File: config.mk
export PLATFORM = sky130hd
export DESIGN_NAME = cam_sched_flat
export DESIGN_NICKNAME = d
export VERILOG_FILES = /design/src/rtl/cam_sched_if.sv /design/src/rtl/cam_sched.sv /design/src/flat_wrapper.sv
export SDC_FILE = /design/constraint.sdc
export NUM_CORES = 1
export LEC_CHECK = 0
export ABC_AREA = 1
export CORE_MARGIN = 2
export CORE_UTILIZATION = 53
export CTS_CLUSTER_SIZE = 16
export DETAILED_ROUTE_END_ITERATION = 12
export GPL_TIMING_DRIVEN = 0
export HOLD_SLACK_MARGIN = 0.06
export PLACE_DENSITY = 0.84
export SLEW_MARGIN = 20
export SYNTH_ARGS = -nofsm -noshare
export SYNTH_HDL_FRONTEND = slang
export SYNTH_SLANG_ARGS = --single-unit
File: constraint.sdc
create_clock -name clk -period 2.4 [get_ports clk]
set_input_delay 0.48 -clock clk [delete_from_list [all_inputs] [get_ports clk]]
set_output_delay 0.48 -clock clk [all_outputs]
set_load 0.02 [all_outputs]
File: src/rtl/cam_sched_if.sv
// Request/response bundle between the two requesters and the cam_sched
// scheduler. The scheduler is the slave and the requesters are the master.
interface cam_sched_if;
  logic       req0_valid;
  logic [1:0] req0_op;
  logic [7:0] req0_key;
  logic       req0_ready;
  logic       req1_valid;
  logic [1:0] req1_op;
  logic [7:0] req1_key;
  logic       req1_ready;
  logic       rsp_valid;
  logic       rsp_id;
  logic       rsp_hit;
  logic [3:0] rsp_idx;
  logic       rsp_full;
  logic       rsp_err;

  modport master (
    output req0_valid, req0_op, req0_key, req1_valid, req1_op, req1_key,
    input  req0_ready, req1_ready,
    input  rsp_valid, rsp_id, rsp_hit, rsp_idx, rsp_full, rsp_err
  );

  modport slave (
    input  req0_valid, req0_op, req0_key, req1_valid, req1_op, req1_key,
    output req0_ready, req1_ready,
    output rsp_valid, rsp_id, rsp_hit, rsp_idx, rsp_full, rsp_err
  );
endinterface

File: src/rtl/cam_sched.sv
// Two-requester scheduler and slot manager for a 16-entry, 8-bit CAM.
// It fills the CAM with a reserved key after reset, then runs each operation as lookup, optional write and response.
module cam_sched #(
  parameter int         NB_MEM   = 16,
  parameter logic [7:0] INIT_KEY = 8'hFF
) (
  input  logic       clk,
  input  logic       rst_n,
  cam_sched_if.slave bus,
  output logic       init_done,
  output logic       cam_enable,
  output logic       cam_write,
  output logic [4:0] cam_addr,
  output logic [7:0] cam_data,
  input  logic [4:0] cam_out,
  input  logic       cam_found
);
  localparam int IDX_W = $clog2(NB_MEM);
  localparam logic [IDX_W:0] FILL_END = (IDX_W+1)'(NB_MEM);

  typedef enum logic [2:0] {S_INIT, S_IDLE, S_LOOK, S_CHECK, S_WRITE, S_RESP} state_t;
  typedef enum logic [1:0] {OP_LOOKUP = 2'b00, OP_INSERT = 2'b01,
                            OP_DELETE = 2'b10, OP_ALIAS  = 2'b11} op_t;

  state_t             state_q, state_d;
  logic [IDX_W:0]     fill_q, fill_d;
  logic               rr_last_q, rr_last_d;
  logic               id_q, id_d;
  op_t                op_q, op_d;
  logic [7:0]         key_q, key_d;
  logic [NB_MEM-1:0]  valid_q, valid_d;
  logic               res_hit_q, res_hit_d, res_full_q, res_full_d, res_err_q, res_err_d;
  logic [IDX_W-1:0]   res_idx_q, res_idx_d;
  logic               init_done_d, cam_enable_d, cam_write_d, rsp_valid_d;
  logic [4:0]         cam_addr_d;
  logic [7:0]         cam_data_d;

  logic               grant0, grant1, cam_hit, free_any;
  logic [IDX_W-1:0]   match_idx, free_idx;
  logic [7:0]         req_key;
  logic [1:0]         req_op;

  // Round-robin: on a tie, the requester not granted last wins.
  assign grant0 = (state_q == S_IDLE) && bus.req0_valid && (!bus.req1_valid || rr_last_q);
  assign grant1 = (state_q == S_IDLE) && bus.req1_valid && !grant0;
  assign bus.req0_ready = grant0;
  assign bus.req1_ready = grant1;
  assign req_key = grant1 ? bus.req1_key : bus.req0_key;
  assign req_op  = grant1 ? bus.req1_op  : bus.req0_op;

  // A match is trusted only if it lands on an allocated slot inside the populated range.
  assign match_idx = cam_out[IDX_W-1:0];
  assign cam_hit   = cam_found && !cam_out[4] && valid_q[match_idx];

  always_comb begin
    free_any = 1'b0;
    free_idx = '0;
    for (int i = NB_MEM - 1; i >= 0; i--) begin
      if (!valid_q[i]) begin
        free_any = 1'b1;
        free_idx = IDX_W'(i);
      end
    end
  end

  // NOTE: every signal is given a default before the case so no path leaves it unassigned and infers a latch.
  always_comb begin
    state_d      = state_q;
    fill_d       = fill_q;
    rr_last_d    = rr_last_q;
    id_d         = id_q;
    op_d         = op_q;
    key_d        = key_q;
    valid_d      = valid_q;
    res_hit_d    = res_hit_q;
    res_idx_d    = res_idx_q;
    res_full_d   = res_full_q;
    res_err_d    = res_err_q;
    init_done_d  = init_done;
    cam_enable_d = 1'b0;
    cam_write_d  = 1'b0;
    cam_addr_d   = '0;
    cam_data_d   = '0;
    case (state_q)
      S_INIT: begin
        if (fill_q == FILL_END) begin
          state_d     = S_IDLE;
          init_done_d = 1'b1;
        end else begin
          cam_write_d = 1'b1;
          cam_addr_d  = 5'(fill_q[IDX_W-1:0]);
          cam_data_d  = INIT_KEY;
          fill_d      = fill_q + 1'b1;
        end
      end
      S_IDLE: begin
        if (grant0 || grant1) begin
          id_d       = grant1;
          rr_last_d  = grant1;
          op_d       = op_t'(req_op);
          key_d      = req_key;
          res_hit_d  = 1'b0;
          res_idx_d  = '0;
          res_full_d = 1'b0;
          res_err_d  = (req_key == INIT_KEY);
          if (req_key == INIT_KEY) begin
            state_d = S_RESP;
          end else begin
            state_d      = S_LOOK;
            cam_enable_d = 1'b1;
            cam_data_d   = req_key;
          end
        end
      end
      S_LOOK: state_d = S_CHECK;
      S_CHECK: begin
        state_d   = S_RESP;
        res_hit_d = cam_hit;
        res_idx_d = cam_hit ? match_idx : '0;
        case (op_q)
          OP_INSERT: begin
            if (!cam_hit) begin
              if (free_any) begin
                res_idx_d   = free_idx;
                state_d     = S_WRITE;
                cam_write_d = 1'b1;
                cam_addr_d  = 5'(free_idx);
                cam_data_d  = key_q;
              end else begin
                res_full_d = 1'b1;
              end
            end
          end
          OP_DELETE: begin
            if (cam_hit) begin
              state_d     = S_WRITE;
              cam_write_d = 1'b1;
              cam_addr_d  = 5'(match_idx);
              cam_data_d  = INIT_KEY;
            end
          end
          default: ;
        endcase
      end
      S_WRITE: begin
        valid_d[res_idx_q] = (op_q == OP_INSERT);
        state_d            = S_RESP;
      end
      S_RESP:  state_d = S_IDLE;
      default: state_d = S_INIT;
    endcase
    rsp_valid_d = (state_d == S_RESP);
  end

  // Outputs are registered from the next state, so they read all-zero while reset is held.
  // NOTE: the valid bitmap is a plain flop vector and clears on reset; the CAM array itself is cleared by the INIT fill.
  always_ff @(posedge clk or negedge rst_n) begin
    if (!rst_n) begin
      state_q       <= S_INIT;
      fill_q        <= '0;
      rr_last_q     <= 1'b1;
      id_q          <= 1'b0;
      op_q          <= OP_LOOKUP;
      key_q         <= '0;
      valid_q       <= '0;
      res_hit_q     <= 1'b0;
      res_idx_q     <= '0;
      res_full_q    <= 1'b0;
      res_err_q     <= 1'b0;
      init_done     <= 1'b0;
      cam_enable    <= 1'b0;
      cam_write     <= 1'b0;
      cam_addr      <= '0;
      cam_data      <= '0;
      bus.rsp_valid <= 1'b0;
      bus.rsp_id    <= 1'b0;
      bus.rsp_hit   <= 1'b0;
      bus.rsp_idx   <= '0;
      bus.rsp_full  <= 1'b0;
      bus.rsp_err   <= 1'b0;
    end else begin
      // NOTE: non-blocking assignments keep every register updating from the same pre-edge values.
      state_q       <= state_d;
      fill_q        <= fill_d;
      rr_last_q     <= rr_last_d;
      id_q          <= id_d;
      op_q          <= op_d;
      key_q         <= key_d;
      valid_q       <= valid_d;
      res_hit_q     <= res_hit_d;
      res_idx_q     <= res_idx_d;
      res_full_q    <= res_full_d;
      res_err_q     <= res_err_d;
      init_done     <= init_done_d;
      cam_enable    <= cam_enable_d;
      cam_write     <= cam_write_d;
      cam_addr      <= cam_addr_d;
      cam_data      <= cam_data_d;
      bus.rsp_valid <= rsp_valid_d;
      bus.rsp_id    <= rsp_valid_d & id_d;
      bus.rsp_hit   <= rsp_valid_d & res_hit_d;
      bus.rsp_idx   <= rsp_valid_d ? res_idx_d : '0;
      bus.rsp_full  <= rsp_valid_d & res_full_d;
      bus.rsp_err   <= rsp_valid_d & res_err_d;
    end
  end
endmodule

File: src/flat_wrapper.sv
// flat-port wrapper written by rule: the top's interface ports become plain ports
module cam_sched_flat 
#(
  parameter int         NB_MEM   = 16,
  parameter logic [7:0] INIT_KEY = 8'hFF
)
  (clk, rst_n, init_done, cam_enable, cam_write, cam_addr, cam_data, cam_out, cam_found, bus_req0_valid, bus_req0_op, bus_req0_key, bus_req1_valid, bus_req1_op, bus_req1_key, bus_req0_ready, bus_req1_ready, bus_rsp_valid, bus_rsp_id, bus_rsp_hit, bus_rsp_idx, bus_rsp_full, bus_rsp_err);
  cam_sched_if bus_i ();
  input  logic clk;
  input  logic rst_n;
  output logic init_done;
  output logic cam_enable;
  output logic cam_write;
  output logic [4:0] cam_addr;
  output logic [7:0] cam_data;
  input  logic [4:0] cam_out;
  input  logic cam_found;
  input wire logic [$bits(bus_i.req0_valid)-1:0] bus_req0_valid;
  input wire logic [$bits(bus_i.req0_op)-1:0] bus_req0_op;
  input wire logic [$bits(bus_i.req0_key)-1:0] bus_req0_key;
  input wire logic [$bits(bus_i.req1_valid)-1:0] bus_req1_valid;
  input wire logic [$bits(bus_i.req1_op)-1:0] bus_req1_op;
  input wire logic [$bits(bus_i.req1_key)-1:0] bus_req1_key;
  output wire logic [$bits(bus_i.req0_ready)-1:0] bus_req0_ready;
  output wire logic [$bits(bus_i.req1_ready)-1:0] bus_req1_ready;
  output wire logic [$bits(bus_i.rsp_valid)-1:0] bus_rsp_valid;
  output wire logic [$bits(bus_i.rsp_id)-1:0] bus_rsp_id;
  output wire logic [$bits(bus_i.rsp_hit)-1:0] bus_rsp_hit;
  output wire logic [$bits(bus_i.rsp_idx)-1:0] bus_rsp_idx;
  output wire logic [$bits(bus_i.rsp_full)-1:0] bus_rsp_full;
  output wire logic [$bits(bus_i.rsp_err)-1:0] bus_rsp_err;
  assign bus_i.req0_valid = bus_req0_valid;
  assign bus_i.req0_op = bus_req0_op;
  assign bus_i.req0_key = bus_req0_key;
  assign bus_i.req1_valid = bus_req1_valid;
  assign bus_i.req1_op = bus_req1_op;
  assign bus_i.req1_key = bus_req1_key;
  assign bus_req0_ready = bus_i.req0_ready;
  assign bus_req1_ready = bus_i.req1_ready;
  assign bus_rsp_valid = bus_i.rsp_valid;
  assign bus_rsp_id = bus_i.rsp_id;
  assign bus_rsp_hit = bus_i.rsp_hit;
  assign bus_rsp_idx = bus_i.rsp_idx;
  assign bus_rsp_full = bus_i.rsp_full;
  assign bus_rsp_err = bus_i.rsp_err;
  cam_sched #(.NB_MEM(NB_MEM), .INIT_KEY(INIT_KEY)) u_core (.clk(clk), .rst_n(rst_n), .bus(bus_i), .init_done(init_done), .cam_enable(cam_enable), .cam_write(cam_write), .cam_addr(cam_addr), .cam_data(cam_data), .cam_out(cam_out), .cam_found(cam_found));
endmodule
Word level (Yosys, flattened, before mapping):

Index checks and enable logic that the tools add are counted.

* add/sub/neg operators: 1
* magnitude comparators: 3
* equality and inequality tests: 10
* multiplexer cells: 88
* bitwise operators: 5
* reduce and logical (&&, ||, !) cells: 16

Operator list (number)
* $mux 4: 25
* $mux 8: 7
* $mux 1: 36
* $pmux 8 s3: 1
* $pmux 5 s2: 2
* $pmux 3 s6: 1
* $bwmux 16: 1
* $pmux 8 s2: 1
* $mux 3: 4
* $lt 4x5->1 const B: 2
* $eq 3x3->1 const B: 3
* $eq 8x8->1 const B: 1
* $pmux 1 s2: 4
* $pmux 4 s2: 1
* $logic_and 1x1->1: 7
* $eq 3x2->1 const B: 2
* $pmux 3 s2: 1
* $reduce_and 2->1: 3
* $add 5x1->5 const B: 1
* $eq 5x5->1 const B: 1
* $mux 5: 1
* $and 1x1->1: 4
* $bmux 1 s4: 1
* $demux 1 s4: 1
* 9 further kinds: 12

* bits in registers: 68
* input bits: 30
* output and inout port bits: 27
* logic and storage cells: 145

Logic depth before layout (Yosys ltp):

Gate-level depths: netlist of the first run.

* depth after elaboration: 22
* depth in mapped cells: 19

Least setup slack after synthesis of the first run:

Ideal clock, no wire load.

* kind: reg2reg
* from: register u_core.state_q[2]
* to: register u_core.bus.rsp_id
* setup time: 126 ps
* arrival time: 1668 ps
* slack: 606 ps
* stages on the path, launching flop included: 16
* buffers on the path: 1
* period minus slack after synthesis: 1794 ps
* path through: dfrtp_1 nor2_4 nand2_4 nor2_4 o21ai_4 buf_6 nand3_1 nand2_1 nand2_1 nor2_2 nand2_2 nand2_2 a21oi_4 nand2_4 nand2_8 nor2_2

* word-level cells in the longest chain between the ends: 12

Ends and longest elaborated chain
* start, declared: line cam_sched.sv:25 `state_t state_q, state_d;`
* start signal, assigned: line cam_sched.sv:183 `state_q <= state_d;`
* $eq 3x1->1: line cam_sched.sv:44, cam_sched.sv:45, cam_sched.sv:84
* $logic_and 1x1->1 (2 in a row): line cam_sched.sv:44 `assign grant0 = (state_q == S_IDLE) && bus.req0_valid && (!bus.req1_valid || rr_last_q);`
* $logic_not 1->1: line cam_sched.sv:45 `assign grant1 = (state_q == S_IDLE) && bus.req1_valid && !grant0;`
* $logic_and 1x1->1: line cam_sched.sv:45
* $mux 8: line cam_sched.sv:48 `assign req_key = grant1 ? bus.req1_key : bus.req0_key;`
* $eq 8x8->1: line cam_sched.sv:106 `if (req_key == INIT_KEY) begin`
* $mux 3: line cam_sched.sv:106
* $mux 3: line cam_sched.sv:97 `if (grant0 || grant1) begin`
* $pmux 3 s6: line cam_sched.sv:84 `case (state_q)`
* $eq 3x3->1: line cam_sched.sv:152 `rsp_valid_d = (state_d == S_RESP);`
* $and 1x1->1 *: line cam_sched.sv:200 `bus.rsp_id <= rsp_valid_d & id_d;`
* end signal, assigned: line cam_sched.sv:200
* end, declared: line cam_sched_if.sv:28 `output rsp_valid, rsp_id, rsp_hit, rsp_idx, rsp_full, rsp_err`

Every way passes the cells marked *; elsewhere a longest branch is shown, timed or not.
A chain may end at the register's enable or synchronous reset.

Final worst setup path of the first run:

* from: input bus_req1_valid
* to: output bus_req1_ready

* word-level cells in the longest chain between the ends: 5

Ends and longest elaborated chain
* start, declared: line flat_wrapper.sv:21 `input wire logic [$bits(bus_i.req1_valid)-1:0] bus_req1_valid;`
* $logic_not 1->1: line cam_sched.sv:44
* $logic_or 1x1->1: line cam_sched.sv:44
* $logic_and 1x1->1: line cam_sched.sv:44
* $logic_not 1->1: line cam_sched.sv:45
* $logic_and 1x1->1 *: line cam_sched.sv:45
* end, declared: line flat_wrapper.sv:25 `output wire logic [$bits(bus_i.req1_ready)-1:0] bus_req1_ready;`

Marks and branches as above.

==> results.py, run 1 <==
metrics = {
    "setup_path": {
        "cp_slowest_stage_delay_ps": 460,
        "reg2reg_depth": 15,
        "r2r_start": "u_core.state_q[2]",
        "regToRegEndpoint": "u_core.bus.rsp_idx[0]",
        "ff2ff_setup_slack_ps": 390,
        "arrival_ps": 1840,
        "cp.required_ps": 1920,
        "cp-start-kind": "primary input",
        "criticalPathCategory": "in -> out",
        "path_max_fanout": 10,
        "slowest_stage": "clkdlybuf4s50_1",
        "timing.critical_path.mode_cell": "inv_1",
        "end_kind": "primary output",
        "crit_chain": "clkdlybuf4s50_1 -> inv_1 -> o21ai_4 -> nand2_4 -> inv_1 -> dlygate4sd2_1",
    },
    "placement": {
        "port_buffers": 55,
        "place.gp.congestion": 0.852,
        "dpl_worst_slack_ps": -199,
        "hpwl_um": 5810,
    },
    "yosys": {
        "yosys_warnings": 0,
        "synth_cells": 414,
        "syn_area_per_cell_um2": 8.34,
        "yosysUniqueCellTypes": 36,
        "synth-edff-count": 0,
        "synth_flop_cell": "dfrtp_1",
        "synth.net_count": 448,
        "synth_area_leaders": "dfrtp_1, nand2_1, inv_1",
        "yosysSeqAreaShare": 0.486,
        "synth.top_cell.area_share": 0.478,
        "async_reset_ff_frac": 1.00,
        "synth_area_um2": 3450,
        "ys_seq_elements": 67,
        "synth_top_area_cell": "dfrtp_1",
    },
    "clocking": {
        "cts_tree": "built",
        "cts_buffers": 9,
        "clock-sinks": 67,
        "clockBufferDepth": 2,
        "clk_latency_ps": 350,
        "h-tree-depth": 3,
        "cts.clk_slew.worst_paths_ps": 70,
        "cts_setup_buffers": 0,
        "cts_root_buf": "clkbuf_8",
    },
    "grt": {
        "overflow": 0,
        "grt_pass1_vias": 2872,
        "grt_usage": 0.233,
        "grt_start_max_net_pins": 52,
        "antenna_found_initial": 0,
        "grt_pass1_wl_um": 13200,
    },
    "pwr": {
        "p_per_area_nw_per_um2": 944,
        "power_uw": 4110,
        "irDropWorstVdd_v": 0.000655,
        "p_leak_uw": 0.00209,
    },
    "layout": {
        "diodes": 0,
        "final_cell_mix": "nand2_1, dfrtp_1, clkdlybuf4s50_1",
        "syn2layout_area_growth_pct": 26.0,
        "final_core_util": 0.689,
        "nNetsFinal": 516,
        "final_common_cell": "nand2_1",
        "drive_gt1_frac": 0.115,
    },
    "floorplanning": {
        "num_rows": 29,
        "fp.dieH_um": 84.7,
        "dieArea_um2": 7170,
        "start_util": 0.547,
        "core_area_um2": 6310,
        "ioPinCount": 57,
        "fp.dieW_um": 84.7,
    },
    "detailed_routing": {
        "drt_drc_violations_left": 0,
        "routedWlPerCell_um": 13.7,
        "via_per_inst": 5.36,
        "drt-pass1-iter-count": 5,
        "wl_um": 7740,
        "ant_nets": 0,
        "drtIter0Drc": 235,
        "dr_total_vias": 3016,
    },
    "timing": {
        "fin_tns_setup_ps": 0,
        "fmax_mhz": 431,
        "relSlewSlack": 0.432,
        "period_minus_slack_ps": 2320,
        "drv_slew": 0,
        "grt_setup_unrepaired": "no",
        "finalHoldViolations": 0,
        "finalWorstSetupSlack_ps": 78.5,
        "finalSetupViolCount": 0,
        "worstMarginPinSlew_ps": 845,
        "period_share": 0.967,
        "hold_ws_ps": 466,
        "final.setup_skew_ps": 10.1,
    },
    "hold_path": {
        "holdCritPathClass": "reg -> reg",
        "hold_start": "u_core.init_done",
        "hold-path-cell-count": 2,
        "hold_end": "u_core.init_done",
    },
    "outcome": {
        "outcome": "complete, no violations",
    },
    "job": {
        "drv_cap": 0,
    },
}
-- through the flow --
step,std cells,instance area [um^2]
2_1_floorplan,414,3450
3_3_place_gp,546,4100
3_5_place_dp,547,4120
4_1_cts,563,4340
5_1_grt,563,4350
6_report,563,4350
-- worst max-delay path, delay by kind of cell --
| kind | cells | cell delay [ps] |
|---|---|---|
| buffers and inverters | 4 | 1030 |
| and+or+nand+nor | 1 | 120 |
| AOI/OAI and AO/OA | 1 | 220 |
-- what timing repair did --
action                     CTS  global route
hold buffers                 1             0
setup endpoints to repair    2            20
hold endpoints to repair    15             0
pin swaps                    0             0
gates resized for setup      2             4
-- layout make-up --
class / count / area [um^2]
repair buffers: 57 / 589
clock buffers: 13 / 149
fillers: 508 / 1960
multi-input cells: 285 / 1510
flip-flops and latches: 67 / 1680
well taps: 77 / 96.3
clock inverters: 2 / 60.1
plain buffers: 8 / 60.1
inverters: 54 / 203
-- worst max path at each step --
stage / cells past startpoint / endpoint / slack [ps] / start
after floorplan: 15 / u_core.bus.rsp_id / 610 / u_core.state_q[2]
after global placement: 1 / u_core.cam_data[7] / -1270 / rst_n
after detailed placement: 11 / u_core.cam_data[1] / -200 / cam_out[0]
after CTS: 6 / bus_req1_ready / 70 / bus_req1_valid
after global routing: 7 / bus_req0_ready / 30 / u_core.state_q[2]
final: 6 / bus_req1_ready / 80 / bus_req1_valid
-- state kept, by name, indices dropped and copies added, names as in the netlist, 2 cells and up --
name and flops:
u_core.cam_addr 4, u_core.bus.rsp_idx 4, u_core.op_q 2, u_core.state_q 3
u_core.fill_q 5, u_core.cam_data 8, u_core.key_q 8, u_core.res_idx_q 4
u_core.valid_q 16
-- kinds of logic after synthesis --
kind of cell | count (synthesis) | share of synthesized area
AO/OA/AOI/OAI | 81 | 0.144
XOR/XNOR | 4 | 0.0102
adder cells (fa/ha/maj) | 4 | 0.0145
buffers and inverters | 62 | 0.0761
flip-flops | 67 | 0.486
other | 1 | 0.00109
AND/OR/NAND/NOR | 195 | 0.268
-- routing by layer --
metal / track usage / vias up / share of wire
met3: 0.0649 / 11 / 0.048
li1: - / 1489 / -
met5: 0 / - / 0
met2: 0.365 / 80 / 0.48
met4: 0.0837 / 0 / 0.018
met1: 0.313 / 1436 / 0.45
-- where the power goes --
part	leakage (uW)	switching, uW	internal (uW)
clock	0.000104	415	610
sequential	0.000889	132	1380
combinational	0.00110	994	577
-- synth_stat cells (2+ instances only) --
cell type / n
nand3_2: 2
a31oi_1: 15
o21ai_1: 4
nand4_1: 3
xor2_1: 2
inv_1: 48
nor3_1: 7
nor2_2: 6
buf_4: 2
nor2_1: 24
nand3b_1: 3
ha_1: 4
nor2_4: 2
a21oi_2: 4
a21oi_1: 19
o21ai_0: 24
nand2_1: 113
dfrtp_1: 66
nand2_2: 5
xnor2_1: 2
clkbuf_1: 3
o211ai_1: 12
nand3_1: 21
nand2_4: 4
inv_2: 6
buf_6: 3
Note: power is estimated with default switching activity, not from simulation.
==> inputs of run 2 (changes only) <==
MAX_ROUTING_LAYER = met4   (was unset)
PLACE_DENSITY = 0.8   (was 0.84)
SLEW_MARGIN = unset   (was 20)
==> run 2 against run 1 <==
  * Sequential share of layout area rose by 0.19 points
  * Die area stayed put
  * Register-to-register slack about the same
  * Sequential power is essentially flat
  * Routed wire length is 4.4% higher
  * Global-route usage is 1.0 points higher
  * Combinational power about the same
==> results.py, run 2 (synthesized netlist as in run 1, its figures left out) <==
metrics = {
    "timing": {
        "fmax_mhz": 433,
        "worstMarginPinSlew_ps": 934,
        "grt_setup_unrepaired": "no",
        "relSlewSlack": 0.373,
        "finalWorstSetupSlack_ps": 92.1,
        "final.setup_skew_ps": 10.0,
        "finalHoldViolations": 0,
        "period_share": 0.962,
        "drv_slew": 0,
        "finalSetupViolCount": 0,
        "period_minus_slack_ps": 2310,
    },
    "layout": {
        "nFillCells": 530,
        "multiInputGateArea_um2": 1510,
        "final_common_cell": "nand2_1",
        "final_cells": 562,
        "drive_gt1_frac": 0.120,
        "final_core_util": 0.685,
        "nNetsFinal": 514,
        "largest_reg_flops": 16,
        "syn2layout_area_growth_pct": 25.4,
        "top_register": "u_core.valid_q",
        "diodes": 0,
        "final_cell_mix": "nand2_1, dfrtp_1, clkdlybuf4s50_1",
        "reg.largest.list": "u_core.valid_q: 16 flops, u_core.cam_data: 8 flops, u_core.key_q: 8 flops",
        "seqCellArea_um2": 1680,
    },
    "setup_path": {
        "path_max_fanout": 10,
        "regToRegEndpoint": "u_core.cam_data[1]",
        "arrival_ps": 1830,
        "reg2reg_depth": 10,
        "end_kind": "primary output",
        "cp.required_ps": 1920,
        "ff2ff_setup_slack_ps": 380,
        "startpoint": "bus_req1_valid",
        "criticalPathCategory": "in -> out",
        "r2r_start": "u_core.valid_q[4]",
        "cp-start-kind": "primary input",
        "endpoint": "bus_req0_ready",
    },
    "clocking": {
        "clockBufferDepth": 2,
        "cts_root_buf": "clkbuf_8",
        "clock-sinks": 67,
        "cts_buffers": 9,
        "cts.clk_slew.worst_paths_ps": 70,
        "h-tree-depth": 3,
        "cts_tree": "built",
        "clk_latency_ps": 340,
        "cts_setup_buffers": 0,
    },
    "pwr": {
        "power.switching_uw": 1590,
        "p_comb_frac": 0.382,
        "pwr-share-seq": 0.365,
        "p_clk_frac": 0.253,
        "p_per_area_nw_per_um2": 960,
        "p_leak_uw": 0.00209,
        "swShare": 0.382,
        "irDropWorstVdd_v": 0.000732,
        "p_int_uw": 2570,
    },
    "detailed_routing": {
        "drt_drc_violations_left": 0,
        "drtIter0Drc": 252,
        "drt-pass1-iter-count": 5,
        "ant_nets": 0,
        "wl_um": 8080,
        "dr_total_vias": 3034,
        "via_per_inst": 5.40,
        "routedWlPerCell_um": 14.4,
    },
    "floorplanning": {
        "num_rows": 29,
        "core_area_um2": 6310,
        "ioPinCount": 57,
        "dieArea_um2": 7170,
        "start_util": 0.547,
        "fp.dieW_um": 84.7,
        "fp.dieH_um": 84.7,
    },
    "grt": {
        "grt_usage": 0.243,
        "grt_start_max_net_pins": 68,
        "grt_pass1_wl_um": 13500,
        "grt_pass1_vias": 2911,
        "overflow": 0,
        "antenna_found_initial": 0,
    },
    "placement": {
        "dp.cells": 546,
        "place.gp.congestion": 0.858,
        "hpwl_um": 5890,
        "dpl_worst_slack_ps": -190,
        "port_buffers": 55,
    },
    "job": {
        "drv_cap": 0,
    },
    "outcome": {
        "outcome": "complete, no violations",
    },
    "hold_path": {
        "holdCritPathClass": "in -> async",
    },
}
run 2: cell types whose count changed in the layout (fill, tap and decap cells not counted), sizes merged:
cell           before  now
dlygate4sd2         1    2
clkdlybuf4s15       1    0
dlygate4sd3         1    0
clkbuf             16   14
inv                54   55
clkinv              0    1
clkinvlp            0    1
buf                 7    6
run 2: final cells by class:
type | instances | share of cell area
Inverter | 54 | 0.0468
Clock buffer | 11 | 0.0327
Sequential cell | 67 | 0.388
Clock inverter | 5 | 0.0197
Multi-Input combinational cell | 285 | 0.350
Tap cell | 77 | 0.0223
Timing Repair Buffer | 55 | 0.127
Buffer | 8 | 0.0139
run 2: power by group through the flow:
stage               combinational [uW]  clock [uW]  sequential (uW)
floorplan                         1010           0             1600
global placement                  1540           0             1520
detailed placement                1580           0             1530
CTS                               1590        1070             1510
global route                      1740        1120             1540
finish                            1590        1050             1520
run 2: worst min-delay path by stage:
stage                      from                  to  slack (ps)  cells after the start
6_report                  rst_n  u_core.valid_q[14]         220                      1
5_1_grt                   rst_n  u_core.valid_q[10]         300                      1
4_1_cts                   rst_n  u_core.valid_q[14]         270                      1
3_5_place_dp    u_core.key_q[5]     u_core.key_q[5]         460                      2
3_3_place_gp   u_core.init_done    u_core.init_done         450                      2
2_1_floorplan             rst_n  u_core.bus.rsp_err         180                      0
run 2: layer usage:
metal  global-route usage  share of wire
met4               0.0866          0.019
met1                0.330           0.45
met3               0.0472          0.049
met5                    -              0
met2                0.366           0.48
run 2: per-stage QoR:
stage | TNS [ps] | power, uW | area [um^2] | hold slack (ps)
global placement | -90160 | 3060 | 4100 | 455
floorplan | 0 | 2610 | 3450 | 184
detailed placement | -2540 | 3110 | 4100 | 461
CTS | 0 | 4170 | 4320 | 266
finish | 0 | 4160 | 4330 | 218
global route | 0 | 4400 | 4330 | 298
run 2: what timing repair did:
| action | 4_1_cts | 5_1_grt |
|---|---|---|
| gates resized for setup | 2 | 3 |
| setup endpoints to repair | 2 | 9 |
| hold buffers | 0 | 0 |
run 2: worst max-delay path: stages:
cell	delay, ps
clkdlybuf4s50_1	460
inv_1	120
o21ai_4	210
buf_6	170
inv_1	70
dlygate4sd2_1	320
